==> src/rtl/crc_pkg.sv <==
// Shared definitions for the CRC frame receiver.
//   state_e    : receiver FSM states
//   CRC32_POLY : default CRC-32 generator, explicit x^32 term at the MSB
//   CRC_INIT   : residue start value (non-reflected, no final XOR)
package crc_pkg;

    typedef enum logic [1:0] {
        IDLE  = 2'd0,
        SHIFT = 2'd1,
        DONE  = 2'd2
    } state_e;

    localparam logic [32:0] CRC32_POLY = 33'h104C11DB7;
    localparam logic [31:0] CRC_INIT   = 32'h0000_0000;

endpackage

==> src/rtl/crc_shift_core.sv <==
// Bit-serial CRC engine: one received word is shifted in MSB first, one bit
// per enabled cycle, through a Galois-style LFSR.
//   load/clr/data_i : load a new word; clr also restarts the residue
//   en              : perform one bit step
//   poly_i          : generator polynomial without the implicit x^WIDTH term
//   residue_o       : current remainder
//   residue_nxt_o   : remainder after the current cycle's update
//   last_bit_o      : this enabled cycle consumes the word's final bit
module crc_shift_core
    import crc_pkg::*;
#(
    parameter int WIDTH = 32
) (
    input  logic             clk,
    input  logic             rst,
    input  logic             load,
    input  logic             clr,
    input  logic [WIDTH-1:0] data_i,
    input  logic             en,
    input  logic [WIDTH-1:0] poly_i,
    output logic [WIDTH-1:0] residue_o,
    output logic [WIDTH-1:0] residue_nxt_o,
    output logic             last_bit_o
);

    localparam int CW = (WIDTH > 1) ? $clog2(WIDTH) : 1;

    logic [WIDTH-1:0] sr_q, sr_d;
    logic [WIDTH-1:0] residue_q, residue_d;
    logic [CW-1:0]    cnt_q, cnt_d;
    logic [WIDTH-1:0] step;
    logic             fb;

    always_comb begin
        fb        = residue_q[WIDTH-1] ^ sr_q[WIDTH-1];
        step      = {residue_q[WIDTH-2:0], 1'b0} ^ (fb ? poly_i : '0);
        sr_d      = sr_q;
        residue_d = residue_q;
        cnt_d     = cnt_q;
        if (load) begin
            sr_d  = data_i;
            cnt_d = '0;
            if (clr) begin
                residue_d = WIDTH'(CRC_INIT);
            end
        end else if (en) begin
            sr_d      = {sr_q[WIDTH-2:0], 1'b0};
            residue_d = step;
            cnt_d     = cnt_q + CW'(1);
        end
    end

    always_ff @(posedge clk) begin
        if (!rst) begin
            sr_q      <= '0;
            residue_q <= '0;
            cnt_q     <= '0;
        end else begin
            sr_q      <= sr_d;
            residue_q <= residue_d;
            cnt_q     <= cnt_d;
        end
    end

    assign residue_o     = residue_q;
    assign residue_nxt_o = residue_d;
    assign last_bit_o    = en && (cnt_q == CW'(WIDTH - 1));

endmodule

==> src/rtl/crc32_frame_rx.sv <==
// CRC frame receiver: accepts a frame of WIDTH-bit words (data words, then
// the transmitted CRC word flagged by in_last), runs every word through a
// bit-serial CRC engine and reports pass/fail and length errors.
//   clk, rst          : clock, synchronous active-low reset
//   in_data/valid/last: word stream; accepted only while in_ready=1
//   polynom_i         : generator, sampled on a frame's first word
//   residue           : running remainder (0 after a correct frame)
//   word_cnt          : words accepted in the current frame
//   done              : one-cycle frame-complete pulse
//   ok, len_err       : frame verdict, held until the next frame starts
module crc32_frame_rx
    import crc_pkg::*;
#(
    parameter int WIDTH   = 32,
    parameter int MAX_LEN = 16
) (
    input  logic                           clk,
    input  logic                           rst,
    input  logic [WIDTH-1:0]               in_data,
    input  logic                           in_valid,
    input  logic                           in_last,
    output logic                           in_ready,
    input  logic [WIDTH:0]                 polynom_i,
    output logic [WIDTH-1:0]               residue,
    output logic [$clog2(MAX_LEN+1)-1:0]   word_cnt,
    output logic                           done,
    output logic                           ok,
    output logic                           len_err
);

    localparam int CNT_W = $clog2(MAX_LEN + 1);

    state_e           state_q, state_d;
    logic [WIDTH-1:0] poly_q, poly_d;
    logic             last_q, last_d;
    logic [CNT_W-1:0] cnt_q, cnt_d;
    logic             ok_q, ok_d;
    logic             len_err_q, len_err_d;
    logic             rdy_en_q, rdy_en_d;

    logic             load, clr, en, last_bit, len_err_now;
    logic [WIDTH-1:0] res_nxt;

    crc_shift_core #(.WIDTH(WIDTH)) u_core (
        .clk           (clk),
        .rst           (rst),
        .load          (load),
        .clr           (clr),
        .data_i        (in_data),
        .en            (en),
        .poly_i        (poly_q),
        .residue_o     (residue),
        .residue_nxt_o (res_nxt),
        .last_bit_o    (last_bit)
    );

    always_comb begin
        state_d     = state_q;
        poly_d      = poly_q;
        last_d      = last_q;
        cnt_d       = cnt_q;
        ok_d        = ok_q;
        len_err_d   = len_err_q;
        rdy_en_d    = 1'b1;
        load        = 1'b0;
        clr         = 1'b0;
        en          = 1'b0;
        // Too short (CRC word only) or ran out of room without a CRC marker.
        len_err_now = (last_q && (cnt_q == CNT_W'(1))) || !last_q;
        case (state_q)
            IDLE: begin
                if (in_valid && rdy_en_q) begin
                    load    = 1'b1;
                    last_d  = in_last;
                    cnt_d   = cnt_q + CNT_W'(1);
                    state_d = SHIFT;
                    if (cnt_q == '0) begin
                        clr       = 1'b1;
                        poly_d    = polynom_i[WIDTH-1:0];
                        ok_d      = 1'b0;
                        len_err_d = 1'b0;
                    end
                end
            end
            SHIFT: begin
                en = 1'b1;
                if (last_bit) begin
                    if (last_q || (cnt_q == CNT_W'(MAX_LEN))) begin
                        // Verdict uses the remainder after the final bit so it
                        // is already valid while done is high.
                        state_d   = DONE;
                        len_err_d = len_err_now;
                        ok_d      = (res_nxt == '0) && !len_err_now;
                    end else begin
                        state_d = IDLE;
                    end
                end
            end
            DONE: begin
                state_d = IDLE;
                cnt_d   = '0;
            end
            default: state_d = IDLE;
        endcase
    end

    always_ff @(posedge clk) begin
        if (!rst) begin
            state_q   <= IDLE;
            poly_q    <= WIDTH'(CRC32_POLY);
            last_q    <= 1'b0;
            cnt_q     <= '0;
            ok_q      <= 1'b0;
            len_err_q <= 1'b0;
            rdy_en_q  <= 1'b0;
        end else begin
            state_q   <= state_d;
            poly_q    <= poly_d;
            last_q    <= last_d;
            cnt_q     <= cnt_d;
            ok_q      <= ok_d;
            len_err_q <= len_err_d;
            rdy_en_q  <= rdy_en_d;
        end
    end

    // rdy_en_q keeps in_ready low during reset and for the first cycle after.
    assign in_ready = (state_q == IDLE) && rdy_en_q;
    assign done     = (state_q == DONE);
    assign word_cnt = cnt_q;
    assign ok       = ok_q;
    assign len_err  = len_err_q;

endmodule

==> config.mk <==
export PLATFORM = sky130hd
export DESIGN_NAME = crc32_frame_rx
export DESIGN_NICKNAME = d
export VERILOG_FILES = /design/src/rtl/crc_pkg.sv /design/src/rtl/crc_shift_core.sv /design/src/rtl/crc32_frame_rx.sv
export SDC_FILE = /design/constraint.sdc
export NUM_CORES = 1
export LEC_CHECK = 0
export CAP_MARGIN = 15
export CORE_MARGIN = 4
export CORE_UTILIZATION = 34
export CTS_CLUSTER_SIZE = 30
export DETAILED_ROUTE_END_ITERATION = 12
export HOLD_SLACK_MARGIN = 0.03
export SETUP_SLACK_MARGIN = 0.3
export SYNTH_ARGS = -nofsm -noshare
export SYNTH_HDL_FRONTEND = slang
export SYNTH_HIERARCHICAL = 1
export SYNTH_SLANG_ARGS = --single-unit
export TNS_END_PERCENT = 100
==> constraint.sdc <==
create_clock -name clk -period 4.8 [get_ports clk]
set_clock_uncertainty 0.15 [all_clocks]
set_input_delay 0.96 -clock clk [delete_from_list [all_inputs] [get_ports clk]]
set_output_delay 0.96 -clock clk [all_outputs]
set_load 0.01 [all_outputs]
**Word-level counts from Yosys, hierarchy flattened**

Index checks and enable logic that the tools add are counted.

- Add/sub/neg operators: 2
- Equality and inequality tests: 9
- Mux-type cells: 27
- Bitwise logic cells: 3
- Reduce and logical (&&, ||, !) cells: 21

Operators with widths:

| operator | number |
|---|---|
| 32-bit two-way mux | 6 |
| 32-bit zero test | 1 |
| 32-bit XOR | 1 |
| 1-bit two-way mux | 13 |
| 5-bit by 1-bit adder with 5-bit output, second input constant | 2 |
| 5-bit equality test, second input constant | 2 |
| 5-bit one-hot mux with 2 select lines | 1 |
| 2-bit inequality test, second input constant | 4 |
| 2-bit two-way mux | 3 |
| 2-bit AND reduction | 3 |
| 2-bit nonzero test | 3 |
| 5-bit by 1-bit equality test with 1-bit output, second input constant | 1 |
| 1-bit logical AND | 5 |
| 5-bit zero test | 1 |
| 5-bit two-way mux | 1 |
| 5-bit AND reduction | 1 |
| 1-bit one-hot mux with 2 select lines | 2 |
| 2-bit one-hot mux with 2 select lines | 1 |
| 3-bit AND reduction | 1 |
| 2-bit by 1-bit equality test with 1-bit output, second input constant | 1 |
| 2-bit equality test, second input constant | 1 |
| 1-bit zero test | 2 |
| 2-bit zero test | 1 |
| 1-bit logical OR | 2 |
| 3 further kinds | 3 |

- Register bits: 112
- Input bits: 69
- Output and inout port bits: 41
- Logic and storage cells: 72

**Logic depth before layout (Yosys ltp)**

- Depth after elaboration: 11
- Mapped depth: 14
- Gate-level depth less buffers: 11

**Modules after synthesis**

Netlist, hierarchy kept.

By module, submodules not included:

| module | instances | cells each | area an instance (um^2) | sequential area each (um^2) |
|---|---|---|---|---|
| crc_shift_core | 1 | 449 | 4,290.4 | 1,381.3 |
| crc32_frame_rx | 1 | 211 | 1,734.2 | 860.8 |

**Worst setup path before layout**

Ideal clock, no wire load.

- Kind: input-to-reg
- From: input port in_valid
- To: register ok_q (netlist: ok)
- Setup time: 72 ps
- Data arrival time: 3,303 ps
- Data required time: 4,578 ps
- Setup slack: 1,275 ps
- Stages on the path: 14
- Path buffers: 3
- Cell sequence: nand4bb_1 > buf_2 > inv_4 > nand4b_4 > inv_2 > buf_4 > nor2b_1 > clkbuf_1 > o21ai_0 > nand3_1 > nor4b_4 > nand4_1 > or4_1 > mux2i_1

- Elaborated cells between the ends (all ways): 14
- Those cells by class: eq/ne: 1; mux: 9; reduce/logical: 4

RTL lines:

| element | line | text |
|---|---|---|
| start: declaration | crc32_frame_rx.sv:20 | `input logic in_valid,` |
| 1-bit logical AND | crc32_frame_rx.sv:72 | `if (in_valid && rdy_en_q) begin` |
| 1-bit two-way mux | crc32_frame_rx.sv:72 |  |
| 1-bit two-way mux | crc32_frame_rx.sv:70 | `case (state_q)` |
| via load | crc32_frame_rx.sv:41 | `logic load, clr, en, last_bit, len_err_now;` |
| 32-bit two-way mux | crc_shift_core.sv:40 | `if (load) begin` |
| via res_nxt[27] | crc32_frame_rx.sv:42 | `logic [WIDTH-1:0] res_nxt;` |
| 32-bit zero test | crc32_frame_rx.sv:93 | `ok_d = (res_nxt == '0) && !len_err_now;` |
| 1-bit logical AND | crc32_frame_rx.sv:93 |  |
| 1-bit two-way mux | crc32_frame_rx.sv:88 | `if (last_q \|\| (cnt_q == CNT_W'(MAX_LEN))) begin` |
| 1-bit two-way mux | crc32_frame_rx.sv:87 | `if (last_bit) begin` |
| 1-bit one-hot mux with 2 select lines | crc32_frame_rx.sv:70 |  |
| end signal: assignment | crc32_frame_rx.sv:121 | `ok_q <= ok_d;` |
| end: declaration | crc32_frame_rx.sv:37 | `logic ok_q, ok_d;` |

The timed path passes the listed nets, and every way through them passes these cells. The select of a mux whose other input is x is not followed.
A chain may end at the register's enable or synchronous reset.

**Worst setup path after layout**

Ends and elaborated chain as after synthesis.

==> impl_metrics.csv <==
group,metric,value,unit
cells_and_area,nNetsFinal,814,
cts,holdBufCountCts,0,
synth,yosysTopAreaCell,"dfxtp_1",
power_and_ir_drop,power_density,269,nW/um^2
setup_path,cp.required,4.94,ns
cts,numClockSinks,112,
sta,hold_ws,0.316,ns
route,antenna_left,0,
global_routing,grt_start_max_net_pins,68,
job,drv_cap,0,
global_routing,grt_antenna_before_repair,1,
route,drt_iter0_drc,347,
power_and_ir_drop,leakage,3.16,nW
sta,drv_slew,0,
synth,ys_warn_count,6,
global_routing,first_global_vias,5392,
synth,yosys.area.top_type_share,0.372,
synth,synthesis.area,6020,um^2
synth,synth_cell_types,47,
synth,synth_area_leaders,"dfxtp_1, mux2i_1, mux2_2",
route,finalWirelength,16.6,mm
route,viasPerCell,5.40,
synth,ys_seq_area_frac,0.372,
sta,hold_viol_final,0,
cells_and_area,final_common_cell,"dfxtp_1",
floorplan,start_util,0.347,
global_routing,grt_pass1_wl,26.7,mm
floorplan,die_y,141,um
synth,synth_area_per_cell,9.13,um^2
sta,relSlewSlack,0.384,
setup_path,crit_chain,"clkdlybuf4s50_1 > nand4bb_1 > inv_4 > buf_12 > nor2_4 > o21ai_0 > nand3_1 > nor4_1 > nand4_1 > or4_1 > mux2i_1",
synth,synth_cells,660,
setup_path,start_kind,"primary input",
route,routed-wl-met2,8.32,mm
floorplan,die-area,19900,um^2
placed_design,dpl.hpwl,11.0,mm
cells_and_area,antenna_cells,0,
cts,htree_levels,3,
sta,setup_viol,0,
power_and_ir_drop,ir_worst_vdd,0.200,mV
sta,fmax,247,MHz
sta,worst_pin_slew,0.919,ns
sta,tns,0,ns
setup_path,worst-path-max-fanout,67,
status,status,"completed",
route,dr.pass1.iters,5,
route,dr_wl_met3,1.11,mm
cts,cts_tree,"built",
synth,synth_edf_count,0,
cts,cts_buffer_depth,2,
setup_path,endpoint_kind,"flip-flop",
route,vias,5239,
placed_design,place_congestion,0.741,
route,wl_met1,7.04,mm
cts,path_clk_slew,0.07,ns
global_routing,track_usage,0.165,
cells_and_area,syn2layout_area_growth,24.6,%
floorplan,die_x,141,um
cells_and_area,drive_gt1_frac,0.107,
synth,synth_seq_cells,112,
cts,worstSkewPairLatency,0.36,ns
floorplan,fp-row-count,48,
sta,fin_crit_sh,0.844,
sta,grt_setup_unrepaired,"no",
setup_path,crit_path_top_delay_cell,"or4_1",
cts,cts_setup_buffers,0,
route,routed.top_layer,"met5",
floorplan,core_area,17400,um^2
cells_and_area,final_cell_mix,"dfxtp_1, clkdlybuf4s50_1, nand2_1, mux2i_1, nand3_1",
route,routedWlPerCell,17.1,um
setup_path,critPathKind,"in -> reg",
synth,synth_fp_nets,734,
setup_path,slowest_delay,0.58,ns
cells_and_area,fin_util,0.432,
global_routing,grt_overflow,0,
cts,cts_resized,0,
cts,cts_root_buf,"clkbuf_16",
synth,synth_flop_cell,"dfxtp_1",
route,drc,0,
placed_design,port_buffers,108,
cts,cts_made_buffers,9,
sta,min_period,4.05,ns
hold_path,min_path_type,"reg -> reg",
setup_path,critical_path_arrival,4.19,ns
synth,async_flop_share,0,
floorplan,ios,110,
==> worst max-delay path, delay by kind of cell <==
family | cells | cell delay [ns]
muxes | 1 | 0.15
AOI/OAI and AO/OA | 1 | 0.36
buffers and inverters | 3 | 0.93
and+or+nand+nor | 6 | 1.76
==> layer usage <==
layer / track usage / vias up
met5: 0 / -
met1: 0.193 / 2538
met4: 0.0398 / 2
met2: 0.292 / 130
li1: - / 2557
met3: 0.0522 / 12
==> layout make-up <==
cell class,count,area [um^2]
Timing Repair Buffer,121,1210
Tap cell,225,282
Sequential cell,112,2240
Fill cell,1674,9850
Inverter,8,32.5
Multi-Input combinational cell,488,3460
Clock inverter,5,42.5
Clock buffer,11,243
==> power by group <==
| part | leakage (nW) | total, mW | switching, mW | internal (mW) |
|---|---|---|---|---|
| clock | 0.136 | 0.733 | 0.362 | 0.371 |
| sequential | 0.911 | 0.990 | 0.0245 | 0.965 |
| combinational | 2.11 | 0.300 | 0.149 | 0.151 |
| total | 3.16 | 2.02 | 0.536 | 1.49 |
==> state kept, by name (all words and copies together) (netlist names) <==
signal,cells
rdy_en_q,1
last_q,1
state_q,2
ok,1
poly_q,32
u_core/cnt_q,5
u_core/sr_q,32
len_err,1
word_cnt,5
u_core/residue_o,32
==> synth_stat cells (2+ instances only) <==
cell / n
inv_2: 2
buf_2: 13
buf_4: 6
ha_1: 5
nand4_1: 4
nand3b_1: 32
clkbuf_1: 25
buf_6: 5
and3b_1: 31
and4bb_1: 10
nor3_1: 3
and3_1: 2
a21oi_1: 25
nand2b_1: 4
nand2_1: 72
mux2i_1: 65
nor2b_1: 3
o21ai_0: 24
buf_8: 3
nor4_1: 6
inv_1: 4
and2_1: 2
nand3_1: 50
nor2_1: 41
mux2_2: 31
and4bb_2: 10
dfxtp_1: 112
o21ai_1: 7
nor3b_1: 2
xor2_1: 3
a31oi_1: 31
nor4bb_1: 12
==> cells by family after synthesis <==
family	after synthesis	synth area share
DFF	112	0.372
muxes	96	0.166
adders and majority gates	5	0.0104
xor gates and xnor gates	5	0.0104
buffers and inverters	60	0.0561
and+or+nand+nor	289	0.298
AOI/OAI and AO/OA	93	0.0870
==> stage by stage <==
stage / total power [mW] / instances / instance area, um^2 / worst slack [ns]
2_1_floorplan: 1.20 / 660 / 6020 / 1.28
3_3_place_gp: 1.30 / 952 / 7190 / 0.414
3_5_place_dp: 1.31 / 952 / 7190 / 0.372
4_1_cts: 2.05 / 968 / 7470 / 0.740
5_1_grt: 2.11 / 970 / 7510 / 0.451
6_report: 2.02 / 970 / 7510 / 0.748
==> worst paths after layout <==
path	start	cells past startpoint	slack (ns)	endpoint
setup reg to reg	state_q[1]	11	1.29	ok
setup / recovery	in_valid	11	0.75	ok
hold / removal	poly_q[31]	2	0.32	poly_q[31]
hold reg to reg	poly_q[31]	2	0.32	poly_q[31]
No activity file was read; power rests on OpenSTA's default activity.
